**src/rtl/cache_pkg.sv**
```systemverilog
// ---------------------------------------------------------------------------
// cache_pkg
// Shared constants and types for the cache fill FSM and the cache arrays.
//   BLOCK_WORDS / WORD_BYTES : block geometry (8 words of 2 bytes)
//   BLOCK_MASK               : clears the in-block byte offset of an address
//   fill_state_e             : IDLE/FILL encoding of the refill FSM
// ---------------------------------------------------------------------------
package cache_pkg;

    localparam int ADDR_W      = 16;
    localparam int DATA_W      = 16;
    localparam int CNT_W       = 3;
    localparam int BLOCK_WORDS = 8;
    localparam int WORD_BYTES  = 2;

    localparam logic [ADDR_W-1:0] BLOCK_MASK = 16'hFFF0;

    typedef enum logic {
        IDLE = 1'b0,
        FILL = 1'b1
    } fill_state_e;

endpackage

```
**src/rtl/cache_fill_fsm_if.sv**
```systemverilog
// ---------------------------------------------------------------------------
// cache_fill_fsm_if
// Groups the CPU-side miss signals, the memory read channel and the
// data/tag array write port of the refill FSM.
//   master : the fill FSM (drives stall, memory reads and array writes)
//   slave  : the surroundings (CPU miss detect, main memory, arrays)
// ---------------------------------------------------------------------------
interface cache_fill_fsm_if;
    import cache_pkg::*;

    logic              miss_detected;
    logic [ADDR_W-1:0] miss_address;
    logic [DATA_W-1:0] memory_data;
    logic              memory_data_valid;
    logic              fsm_busy;
    logic              memory_read_en;
    logic [ADDR_W-1:0] memory_address;
    logic              write_data_array;
    logic [CNT_W-1:0]  data_word_sel;
    logic [DATA_W-1:0] fill_data;
    logic              write_tag_array;

    modport master (
        input  miss_detected, miss_address, memory_data, memory_data_valid,
        output fsm_busy, memory_read_en, memory_address,
               write_data_array, data_word_sel, fill_data, write_tag_array
    );

    modport slave (
        output miss_detected, miss_address, memory_data, memory_data_valid,
        input  fsm_busy, memory_read_en, memory_address,
               write_data_array, data_word_sel, fill_data, write_tag_array
    );

endinterface

```
**src/rtl/fill_counter.sv**
```systemverilog
// ---------------------------------------------------------------------------
// fill_counter
// 3-bit word counter with synchronous clear and count enable.
//   clk, rst : clock, synchronous active-high reset
//   clr      : synchronous clear (wins over en)
//   en       : increment this cycle
//   cnt      : current count
//   tc       : count equals LAST (terminal count)
// ---------------------------------------------------------------------------
module fill_counter
    import cache_pkg::*;
#(
    parameter logic [CNT_W-1:0] LAST = 3'd7
) (
    input  logic             clk,
    input  logic             rst,
    input  logic             clr,
    input  logic             en,
    output logic [CNT_W-1:0] cnt,
    output logic             tc
);

    logic [CNT_W-1:0] cnt_q, cnt_d;

    always_comb begin
        cnt_d = cnt_q;
        if (clr) begin
            cnt_d = '0;
        end else if (en) begin
            cnt_d = cnt_q + 1'b1;
        end
    end

    always_ff @(posedge clk) begin
        if (rst) begin
            cnt_q <= '0;
        end else begin
            cnt_q <= cnt_d;
        end
    end

    assign cnt = cnt_q;
    assign tc  = (cnt_q == LAST);

endmodule

```
**src/rtl/cache_fill_fsm.sv**
```systemverilog
// ---------------------------------------------------------------------------
// cache_fill_fsm
// Refills one cache block from main memory after a miss: latches the block
// base, streams BLOCK_WORDS reads on consecutive cycles, writes each returned
// word into the data array in arrival order and writes the tag with the last.
//   clk, rst : clock, synchronous active-high reset
//   bus      : cache_fill_fsm_if.master (miss in, memory read channel,
//              data/tag array write port, fsm_busy stall)
// ---------------------------------------------------------------------------
module cache_fill_fsm #(
    parameter int BLOCK_WORDS = cache_pkg::BLOCK_WORDS,
    parameter int WORD_BYTES  = cache_pkg::WORD_BYTES
) (
    input  logic            clk,
    input  logic            rst,
    cache_fill_fsm_if.master bus
);

    localparam int AW = cache_pkg::ADDR_W;
    localparam int CW = cache_pkg::CNT_W;
    localparam logic [CW-1:0] LAST_WORD = CW'(BLOCK_WORDS - 1);

    cache_pkg::fill_state_e state_q, state_d, state_eff;
    logic [AW-1:0]          block_base_q, block_base_d;
    logic                   issue_done_q, issue_done_d;

    logic          issue_en, rcv_en, cnt_clr;
    logic [CW-1:0] issue_cnt, rcv_cnt;
    logic          issue_tc, rcv_tc;

    fill_counter #(.LAST(LAST_WORD)) u_issue_cnt (
        .clk (clk),
        .rst (rst),
        .clr (cnt_clr),
        .en  (issue_en),
        .cnt (issue_cnt),
        .tc  (issue_tc)
    );

    fill_counter #(.LAST(LAST_WORD)) u_rcv_cnt (
        .clk (clk),
        .rst (rst),
        .clr (cnt_clr),
        .en  (rcv_en),
        .cnt (rcv_cnt),
        .tc  (rcv_tc)
    );

    // While rst is high the outputs must already look like IDLE, so the
    // output decode runs on an effective state rather than the raw flop.
    assign state_eff = rst ? cache_pkg::IDLE : state_q;

    // NOTE: every signal assigned here gets a default first; a path that
    // leaves one unassigned would infer a latch.
    always_comb begin
        state_d               = state_q;
        block_base_d          = block_base_q;
        issue_done_d          = issue_done_q;
        issue_en              = 1'b0;
        rcv_en                = 1'b0;
        cnt_clr               = 1'b0;
        bus.fsm_busy          = bus.miss_detected;
        bus.memory_read_en    = 1'b0;
        bus.memory_address    = '0;
        bus.write_data_array  = 1'b0;
        bus.data_word_sel     = '0;
        bus.fill_data         = bus.memory_data;
        bus.write_tag_array   = 1'b0;

        case (state_eff)
            cache_pkg::IDLE: begin
                if (bus.miss_detected) begin
                    state_d      = cache_pkg::FILL;
                    block_base_d = bus.miss_address & cache_pkg::BLOCK_MASK;
                    issue_done_d = 1'b0;
                end
            end

            cache_pkg::FILL: begin
                bus.fsm_busy      = 1'b1;
                bus.data_word_sel = rcv_cnt;

                // The counter holds at the last word; issue_done marks that
                // the last read has also gone out.
                if (!issue_done_q) begin
                    bus.memory_read_en = 1'b1;
                    bus.memory_address = block_base_q
                                       + AW'(issue_cnt) * AW'(WORD_BYTES);
                    issue_en           = !issue_tc;
                    issue_done_d       = issue_tc;
                end

                // Responses return in issue order, so rcv_cnt is the word index.
                if (bus.memory_data_valid) begin
                    bus.write_data_array = 1'b1;
                    rcv_en               = 1'b1;
                    if (rcv_tc) begin
                        bus.write_tag_array = 1'b1;
                        state_d             = cache_pkg::IDLE;
                        cnt_clr             = 1'b1;
                        issue_done_d        = 1'b0;
                    end
                end
            end

            default: state_d = cache_pkg::IDLE;
        endcase
    end

    // NOTE: state flops use non-blocking assignments so every flop samples
    // the pre-edge values of the others.
    always_ff @(posedge clk) begin
        if (rst) begin
            state_q      <= cache_pkg::IDLE;
            block_base_q <= '0;
            issue_done_q <= 1'b0;
        end else begin
            state_q      <= state_d;
            block_base_q <= block_base_d;
            issue_done_q <= issue_done_d;
        end
    end

endmodule
```
**src/flat_wrapper.sv**
```systemverilog
// flat-port wrapper written by rule: the top's interface ports become plain ports
module cache_fill_fsm_flat 
#(
    parameter int BLOCK_WORDS = cache_pkg::BLOCK_WORDS,
    parameter int WORD_BYTES  = cache_pkg::WORD_BYTES
)
  (clk, rst, bus_miss_detected, bus_miss_address, bus_memory_data, bus_memory_data_valid, bus_fsm_busy, bus_memory_read_en, bus_memory_address, bus_write_data_array, bus_data_word_sel, bus_fill_data, bus_write_tag_array);
  cache_fill_fsm_if bus_i ();
  input  logic clk;
  input  logic rst;
  input wire logic [$bits(bus_i.miss_detected)-1:0] bus_miss_detected;
  input wire logic [$bits(bus_i.miss_address)-1:0] bus_miss_address;
  input wire logic [$bits(bus_i.memory_data)-1:0] bus_memory_data;
  input wire logic [$bits(bus_i.memory_data_valid)-1:0] bus_memory_data_valid;
  output wire logic [$bits(bus_i.fsm_busy)-1:0] bus_fsm_busy;
  output wire logic [$bits(bus_i.memory_read_en)-1:0] bus_memory_read_en;
  output wire logic [$bits(bus_i.memory_address)-1:0] bus_memory_address;
  output wire logic [$bits(bus_i.write_data_array)-1:0] bus_write_data_array;
  output wire logic [$bits(bus_i.data_word_sel)-1:0] bus_data_word_sel;
  output wire logic [$bits(bus_i.fill_data)-1:0] bus_fill_data;
  output wire logic [$bits(bus_i.write_tag_array)-1:0] bus_write_tag_array;
  assign bus_i.miss_detected = bus_miss_detected;
  assign bus_i.miss_address = bus_miss_address;
  assign bus_i.memory_data = bus_memory_data;
  assign bus_i.memory_data_valid = bus_memory_data_valid;
  assign bus_fsm_busy = bus_i.fsm_busy;
  assign bus_memory_read_en = bus_i.memory_read_en;
  assign bus_memory_address = bus_i.memory_address;
  assign bus_write_data_array = bus_i.write_data_array;
  assign bus_data_word_sel = bus_i.data_word_sel;
  assign bus_fill_data = bus_i.fill_data;
  assign bus_write_tag_array = bus_i.write_tag_array;
  cache_fill_fsm #(.BLOCK_WORDS(BLOCK_WORDS), .WORD_BYTES(WORD_BYTES)) u_core (.clk(clk), .rst(rst), .bus(bus_i));
endmodule
```
**config.mk**
```make
export PLATFORM = sky130hd
export DESIGN_NAME = cache_fill_fsm_flat
export DESIGN_NICKNAME = d
export VERILOG_FILES = /design/src/rtl/cache_pkg.sv /design/src/rtl/cache_fill_fsm_if.sv /design/src/rtl/fill_counter.sv /design/src/rtl/cache_fill_fsm.sv /design/src/flat_wrapper.sv
export SDC_FILE = /design/constraint.sdc
export NUM_CORES = 1
export LEC_CHECK = 0
export ABC_CLOCK_PERIOD_IN_PS = 2740
export BUFFER_PORTS_ARGS = -buffer_cell sky130_fd_sc_hd__clkbuf_2
export CAP_MARGIN = 20
export CORE_AREA = 2 2 56 58
export DETAILED_ROUTE_END_ITERATION = 16
export DIE_AREA = 0 0 58 60
export PLACE_DENSITY = 0.81
export SETUP_SLACK_MARGIN = 0.1
export SLEW_MARGIN = 20
export SYNTH_ARGS = -nofsm -noshare
export SYNTH_HDL_FRONTEND = slang
export SYNTH_SLANG_ARGS = --single-unit
```
**constraint.sdc**
```tcl
create_clock -name clk -period 2.74 [get_ports clk]
set_input_delay 0.548 -clock clk [delete_from_list [all_inputs] [get_ports clk]]
set_output_delay 0.548 -clock clk [all_outputs]
set_load 0.02 [all_outputs]
```
After elaboration in Yosys (flattened, before gate mapping). Cells that the tools add are included. W data, S select, Z words.

Flip-flop bits (word level): 20. Input port bits: 36.

Add/sub/neg operators: 3. Eq/ne operators: 5. Mux-type cells: 23. Bitwise operators: 1. Reductions and logical operators: 4.

Operators by type and width (number): $mux W16 (2); $mux W1 (18); $add A16 B4 Y16 (1); $add A3 B1 Y3 const B (2); $eq A3 B3 Y1 const B (2); $ne A2 B2 Y1 const B (3); $pmux W1 S2 (2); $mux W3 (1); $reduce_and A3 Y1 (1); $reduce_and A2 Y1 (1); $reduce_or A2 Y1 (1); $logic_not A1 Y1 (1); $not A1 Y1 (1).

Longest topological paths before layout. Gate-level depths: netlist of run 1.

Depth after elaboration: 5. Mapped depth: 5. Gate-level depth less buffers: 5.

Hierarchy. From an unflattened synthesis of run 1, not the netlist that was laid out.

Cells, all modules: 129. Area total of the unflattened synthesis: 1091.0 sq um.

By module, submodules not included: cache_fill_fsm (times used 1, cells an instance 107, area an instance 823.3 sq um, sequential area each 280.3 sq um); fill_counter (times used 2, cells an instance 11, area an instance 133.9 sq um, sequential area each 60.1 sq um).

Worst setup path after synthesis of run 1. Ideal clock, no wire load.

Kind: input to output. Start: in rst. End: out bus_memory_address[1]. Arrival: 1.510 ns. Setup slack: 0.682 ns. Cell stages on the path: 5. Buffers on the path: 2. Path through: buf_2 nand2b_4 nor2_2 buf_2 and2_1.

Word-level cells in the longest chain between the ends: 2.

RTL lines: start, declared (line flat_wrapper.sv:10) `input logic rst;`; $mux W1 (line cache_fill_fsm.sv:51) `assign state_eff = rst ? cache_pkg::IDLE : state_q;`; $mux W16 (line cache_fill_fsm.sv:70) `case (state_eff)`; end, declared (line flat_wrapper.sv:17) `output wire logic [$bits(bus_i.memory_address)-1:0] bus_memory_address;`.

No other way between the ends.

Final worst setup path of run 1.
Start: reg u_core.state_q. End: out bus_memory_address[11].

Word-level cells in the longest chain between the ends: 2.

RTL lines: start, declared (line cache_fill_fsm.sv:23) `cache_pkg::fill_state_e state_q, state_d, state_eff;`; start signal, assigned (line cache_fill_fsm.sv:114) `state_q <= cache_pkg::IDLE;`; start signal, assigned (line cache_fill_fsm.sv:118) `state_q <= state_d;`; $mux W1 (line cache_fill_fsm.sv:51); $mux W16 (line cache_fill_fsm.sv:70).

No other way between the ends.

==> metrics, run 1 <==
outcome=complete, no violations; Adder-Cell Fraction of Synth Area=0.04489; PnR Total Power=0.5603 mW; Leak=0.5718 nW; iteration-0 DRC count of the detailed router=24; total number of vias=899; WS Path Type=reg2out; Remaining DRCs=0; setup_tns=0 ns; clk_skew=0.004837 ns; Synth Area in XOR/XNOR=0.01571; final net count=192; width of the die=58 um; fraction of layout cells with a size suffix above 1=0.3179; Overflow after GRT=0; placed cell areas=1184 um2; Cell Area, Synth=1115 um2; final hold violation count=0; clk sink count=20; Reg2Reg Depth=5; Peak VDD IR=0.3159 mV; gpl congestion=0.7062; Starting Density=0.3841; fin area=1220 um2; Placement Setup Slack=0.5125 ns; Fillers=305; Avg Inst Size Synth=8.382 um2; period utilization=0.8523; 1st-pass router iterations=4; standard-cell rows=20; Synth cell types=25; P&R area growth vs syn=9.428%; r2r endpoint=u_core.u_issue_cnt.cnt[1]$_SDFFE_PP0P_; DIE AREA=3480 um2; reg-to-reg startpoint=u_core.u_issue_cnt.cnt[0]$_SDFFE_PP0P_; Clk Latency, worst-skew pair=0.30 ns; Synth Area in Compound Gates=0.1358; Mapped Cells=133; global-route wire length before repair=3.588 mm; Post-Synth Simple-Gate Area=0.2682; Worst Hold Class=in2reg; Yosys reg bits=20; Layout Cells excl Fill=184; vias in the first global route=839; CTS tree=done; crit path from=u_core.state_q$_SDFFE_PP0P_; FMAX=0.4282 GHz; post-CTS setup buffers=0; count of final setup violators=0; clock buffer depth=2; Worst-path clk slew=0.11 ns; Final min period=2.335 ns; Core Area=2903 um2; Final Max Slew Viols=0; MaxCap Viol Count=0; critical path data required time=2.19 ns; setup slack, reg-to-reg=1.26 ns; HPWL after DPL=1.480 mm; Min-Delay Startpoint=bus_miss_address[9]; Pwr per Cell Area=459.3 nW/um2; Die Y=60 um; worst hold endpoint=u_core.block_base_q[9]$_SDFFE_PP0P_; CP Capture Type=output port; setup ws final=0.4046 ns; RSZ-0062 raised after global routing=no; CTS Hold Buffers Added=0; Num CTS Buffers=3; final WL=2.119 mm; Inst Count DP=180; main combinational cell family by area after synthesis=simple AND/OR/NAND/NOR gates; H-Tree Depth=1; mux share of post-synthesis cell area=0.01796; initial antenna violation count=0; I/O pin total=75; WL per Instance=11.52 um; diode count=0; Root Driver=clkbuf_4; gr usage total=0.1331; Critical Path AT=1.79 ns; vias per inst=4.886; CP startpoint kind=flip-flop; largest net degree at the start of global routing=18; CTS resizes=0; YS warnings=0; CP max FO=16; I/O Buffers=37; Synth Net Count=173; hold path depth=3; sequential share of the synthesized area=0.3591; Post-DRT Antenna Nets=0
Yosys cell counts (all sizes together):
library cell  instances  area (um2)
xnor2                 1       8.760
ha                    4       50.05
inv                   2       7.510
nand3                14       70.07
xor2                  1       8.760
nand2b                1       13.76
o211ai                1       7.510
clkbuf                2       7.510
and2                 18       112.6
nor2                  8       35.03
a21oi                15       75.07
mux2i                 2       20.02
nor2b                 1       13.76
nor4b                 1       23.77
dfxtp                20       400.4
nand2                 4       15.01
conb                  1       3.750
buf                  22       157.6
o21ai                12       60.06
nand3b                2       15.01
a31o                  1       8.760
through the flow:
stage,util,hold WS [ns]
finish,0.4203,0.4652
global route,0.4203,0.4581
CTS,0.4203,0.4550
detailed placement,0.4078,0.4626
global placement,0.4078,0.4562
floorplan,-,0.4484
logic make-up (layout without fill, tap and decap cells):
| family | count (synthesis) | after routing |
|---|---|---|
| simple gates | 49 | 49 |
| compound gates | 29 | 29 |
| buf+inv | 26 | 44 |
| flops | 20 | 20 |
| fa+ha+maj | 4 | 4 |
| xor+xnor | 2 | 2 |
| mux | 2 | 2 |
| other cells | 1 | 1 |
flip-flops by register name, summed over array words and instances, names as in the netlist:
signal / cells
u_core.block_base_q: 12
u_core.issue_done_q: 1
u_core.state_q: 1
u_core.u_issue_cnt.cnt: 3
u_core.u_rcv_cnt.cnt: 3
final cells by class:
type / instances / area [um2] / area share
repair buffers: 38 / 192.7 / 0.1579
flip-flops and latches: 20 / 400.4 / 0.3282
multi-input cells: 87 / 541.8 / 0.4441
inverters: 2 / 7.507 / 0.006154
clock buffers: 4 / 36.28 / 0.02974
well taps: 33 / 41.29 / 0.03385
power by group:
group          leakage [nW]  internal [mW]  switching [mW]
Combinational         0.387         0.0317          0.0465
Clock                0.0210         0.0810          0.0891
Sequential            0.164          0.304         0.00769
Total                 0.572          0.417           0.143
how the worst max path moves through the flow:
stage                                   endpoint  slack [ns]  cells past startpoint
final                     bus_memory_address[11]        0.40                      4
after global routing      bus_memory_address[11]        0.20                      4
after CTS                 bus_memory_address[11]        0.37                      4
after detailed placement  bus_memory_address[11]        0.51                      5
after global placement    bus_memory_address[11]        0.53                      5
after floorplan            bus_memory_address[1]        0.68                      5
critical path: stages, from the launching register on:
cell      delay (ns)
dfxtp_1         0.51
nand2b_4        0.19
nor2_2          0.43
and2_1          0.20
clkbuf_2        0.16
per-layer routing:
metal | up-vias | global-route usage | wire [um]
met5 | - | 0 | 0
met4 | 0 | 0.04651 | 18
met3 | 4 | 0.04978 | 149
met2 | 27 | 0.2256 | 1025
met1 | 404 | 0.1542 | 926
li1 | 464 | - | -
cell usage in the layout (no fill, tap or decap), types with 3 or more instances in the layout:
cell      count
clkbuf_2     37
dfxtp_1      20
and2_1       18
a21oi_1      15
nand3_1      14
o21ai_0      12
nor2_1        6
nand2_1       4
ha_1          4
clkbuf_4      3
Note: power is estimated with default switching activity, not from simulation.
==> run 2: changes to the inputs <==
--- a/config.mk
+++ b/config.mk
@@ -8,10 +8,12 @@
 export ABC_CLOCK_PERIOD_IN_PS = 2740
 export BUFFER_PORTS_ARGS = -buffer_cell sky130_fd_sc_hd__clkbuf_2
 export CAP_MARGIN = 20
-export CORE_AREA = 2 2 56 58
+export CELL_PAD_IN_SITES_DETAIL_PLACEMENT = 1
+export CELL_PAD_IN_SITES_GLOBAL_PLACEMENT = 2
+export CORE_AREA = 2 2 73 75
 export DETAILED_ROUTE_END_ITERATION = 16
-export DIE_AREA = 0 0 58 60
-export PLACE_DENSITY = 0.81
+export DIE_AREA = 0 0 75 77
+export PLACE_DENSITY = 0.88
 export SETUP_SLACK_MARGIN = 0.1
 export SLEW_MARGIN = 20
 export SYNTH_ARGS = -nofsm -noshare
==> metrics, run 2 (same netlist as run 1, synthesis figures left out) <==
outcome=complete, no violations (unchanged); max FFs per register=12 (unchanged); Fillers=612 (was 305); final net count=195 (was 192); Num CTS Buffers=3 (unchanged); I/O Buffers=37 (unchanged); post-CTS setup buffers=0 (unchanged); CTS tree=done (unchanged); Pwr per Cell Area=479.0 nW/um2 (was 459.3 nW/um2); vias in the first global route=957 (was 839); Leak=0.5940 nW (was 0.5718 nW); global-route wire length before repair=4.422 mm (was 3.588 mm); Clk Latency, worst-skew pair=0.26 ns (was 0.30 ns); r2r endpoint=u_core.u_issue_cnt.cnt[1]$_SDFFE_PP0P_ (unchanged); final hold violation count=0 (unchanged); HPWL after DPL=2.027 mm (was 1.480 mm); CTS resizes=0 (unchanged); clk_skew=0.003908 ns (was 0.004837 ns); Core Area=4977 um2 (was 2903 um2); setup_tns=0 ns (unchanged); critical path data required time=2.19 ns (about the same); initial antenna violation count=0 (unchanged); standard-cell rows=26 (was 20); period utilization=0.7846 (was 0.8523); Inst Count DP=220 (was 180); Post-DRT Antenna Nets=0 (unchanged); count of final setup violators=0 (unchanged); PnR Total Power=0.6263 mW (was 0.5603 mW); Worst-path clk slew=0.08 ns (was 0.11 ns); width of the die=75 um (was 58 um); Top delay family on crit path=flip-flops (was simple AND/OR/NAND/NOR gates); Crit-path slowest cell=dfxtp_1 (unchanged); most frequent cells in the layout=37 x clkbuf_2, 20 x dfxtp_1, 18 x and2_1, 15 x a21oi_1, 14 x nand3_1 (unchanged); Min-Delay Startpoint=u_core.block_base_q[8]$_SDFFE_PP0P_ (was bus_miss_address[9]); I/O pin total=75 (unchanged); Reg2Reg Depth=5 (unchanged); Placement Setup Slack=0.6066 ns (was 0.5125 ns); total number of vias=931 (was 899); diode count=0 (unchanged); worst hold endpoint=u_core.block_base_q[8]$_SDFFE_PP0P_ (was u_core.block_base_q[9]$_SDFFE_PP0P_); FMAX=0.4652 GHz (was 0.4282 GHz); Largest Register=u_core.block_base_q (unchanged); gpl congestion=0.6735 (was 0.7062); Final Max Slew Viols=0 (unchanged); final WL=2.781 mm (was 2.119 mm); Remaining DRCs=0 (unchanged); WL per Instance=12.42 um (was 11.52 um); CP startpoint kind=flip-flop (unchanged); Final min period=2.150 ns (was 2.335 ns); DIE AREA=5775 um2 (was 3480 um2); Die Y=77 um (was 60 um); CTS Hold Buffers Added=0 (unchanged); Worst Hold Class=reg2reg (was in2reg); Peak VDD IR=0.2039 mV (was 0.3159 mV); setup slack, reg-to-reg=1.23 ns (was 1.26 ns); gr usage total=0.09879 (was 0.1331); largest net degree at the start of global routing=18 (unchanged); crit path cell chain=nand2b_4 -> nor2_2 -> buf_4 -> and2_1 -> clkbuf_2 (was nand2b_4 -> nor2_2 -> and2_1 -> clkbuf_2); RSZ-0062 raised after global routing=no (unchanged); reg-to-reg startpoint=u_core.u_issue_cnt.cnt[0]$_SDFFE_PP0P_ (unchanged); commonest non-fill, non-tap cell in the layout=clkbuf_2 (unchanged); vias per inst=4.156 (was 4.886); setup ws final=0.5903 ns (was 0.4046 ns); fraction of layout cells with a size suffix above 1=0.3312 (was 0.3179); crit path buf inv count=2 (was 1); H-Tree Depth=1 (unchanged); Root Driver=clkbuf_8 (was clkbuf_4); CP Capture Type=output port (unchanged); WHS=0.4759 ns (was 0.4652 ns); Starting Density=0.2240 (was 0.3841); Overflow after GRT=0 (unchanged); Layout Cells excl Fill=224 (was 184); clk sink count=20 (unchanged); P&R area growth vs syn=17.28% (was 9.428%); crit-path max cell delay=0.51 ns (about the same); iteration-0 DRC count of the detailed router=15 (was 24); Critical Path AT=1.60 ns (was 1.79 ns); clock buffer depth=2 (unchanged); hold path depth=2 (was 3); CP max FO=9 (was 16); MaxCap Viol Count=0 (unchanged); 1st-pass router iterations=4 (unchanged); WS Path Type=reg2out (unchanged)
[run 2: report_power, final]
group	switching, mW	internal, mW
clock network	0.101	0.128
logic	0.0504	0.0349
registers	0.00846	0.304
total	0.159	0.467
[run 2: worst register-to-register path, cell delays in order (launching register included)]
cell and delay [ns]:
dfxtp_1 0.35, ha_1 0.21, ha_1 0.22, nor4b_4 0.34, mux2i_1 0.23, nor2_1 0.05
[run 2: metal layers]
metal / routed length, um / track usage / share of wire / vias to the layer above
li1: - / - / - / 474
met5: 0 / 0 / 0 / -
met3: 116 / 0.03417 / 0.042 / 2
met4: 10 / 0.01250 / 0.0036 / 0
met1: 1163 / 0.1083 / 0.42 / 435
met2: 1491 / 0.1825 / 0.54 / 20
[run 2: area by class of cell]
class                      count  area, um2  share of cell area
clock buffer                   4      55.05             0.04211
multi-input combinational     87      541.8              0.4144
inverter                       2      7.507            0.005742
sequential                    20      400.4              0.3062
timing repair buffer          41      215.2              0.1646
tap                           70      87.58             0.06699
[run 2: stage by stage]
stage          utilization  instance area, um2
2_1_floorplan            -                1115
3_3_place_gp        0.2516                1252
3_5_place_dp        0.2516                1252
4_1_cts             0.2627                1308
5_1_grt             0.2627                1308
6_report            0.2627                1308
[run 2: worst max path at each step]
stage                                            from                    end  slack (ns)  cells after the start
after global placement                            rst  bus_memory_address[1]        0.61                      6
after global routing      u_core.state_q$_SDFFE_PP0P_  bus_memory_address[1]        0.44                      5
after CTS                 u_core.state_q$_SDFFE_PP0P_  bus_memory_address[1]        0.52                      5
after detailed placement                          rst  bus_memory_address[1]        0.61                      6
final                     u_core.state_q$_SDFFE_PP0P_  bus_memory_address[1]        0.59                      5
after floorplan                                   rst  bus_memory_address[1]        0.68                      5
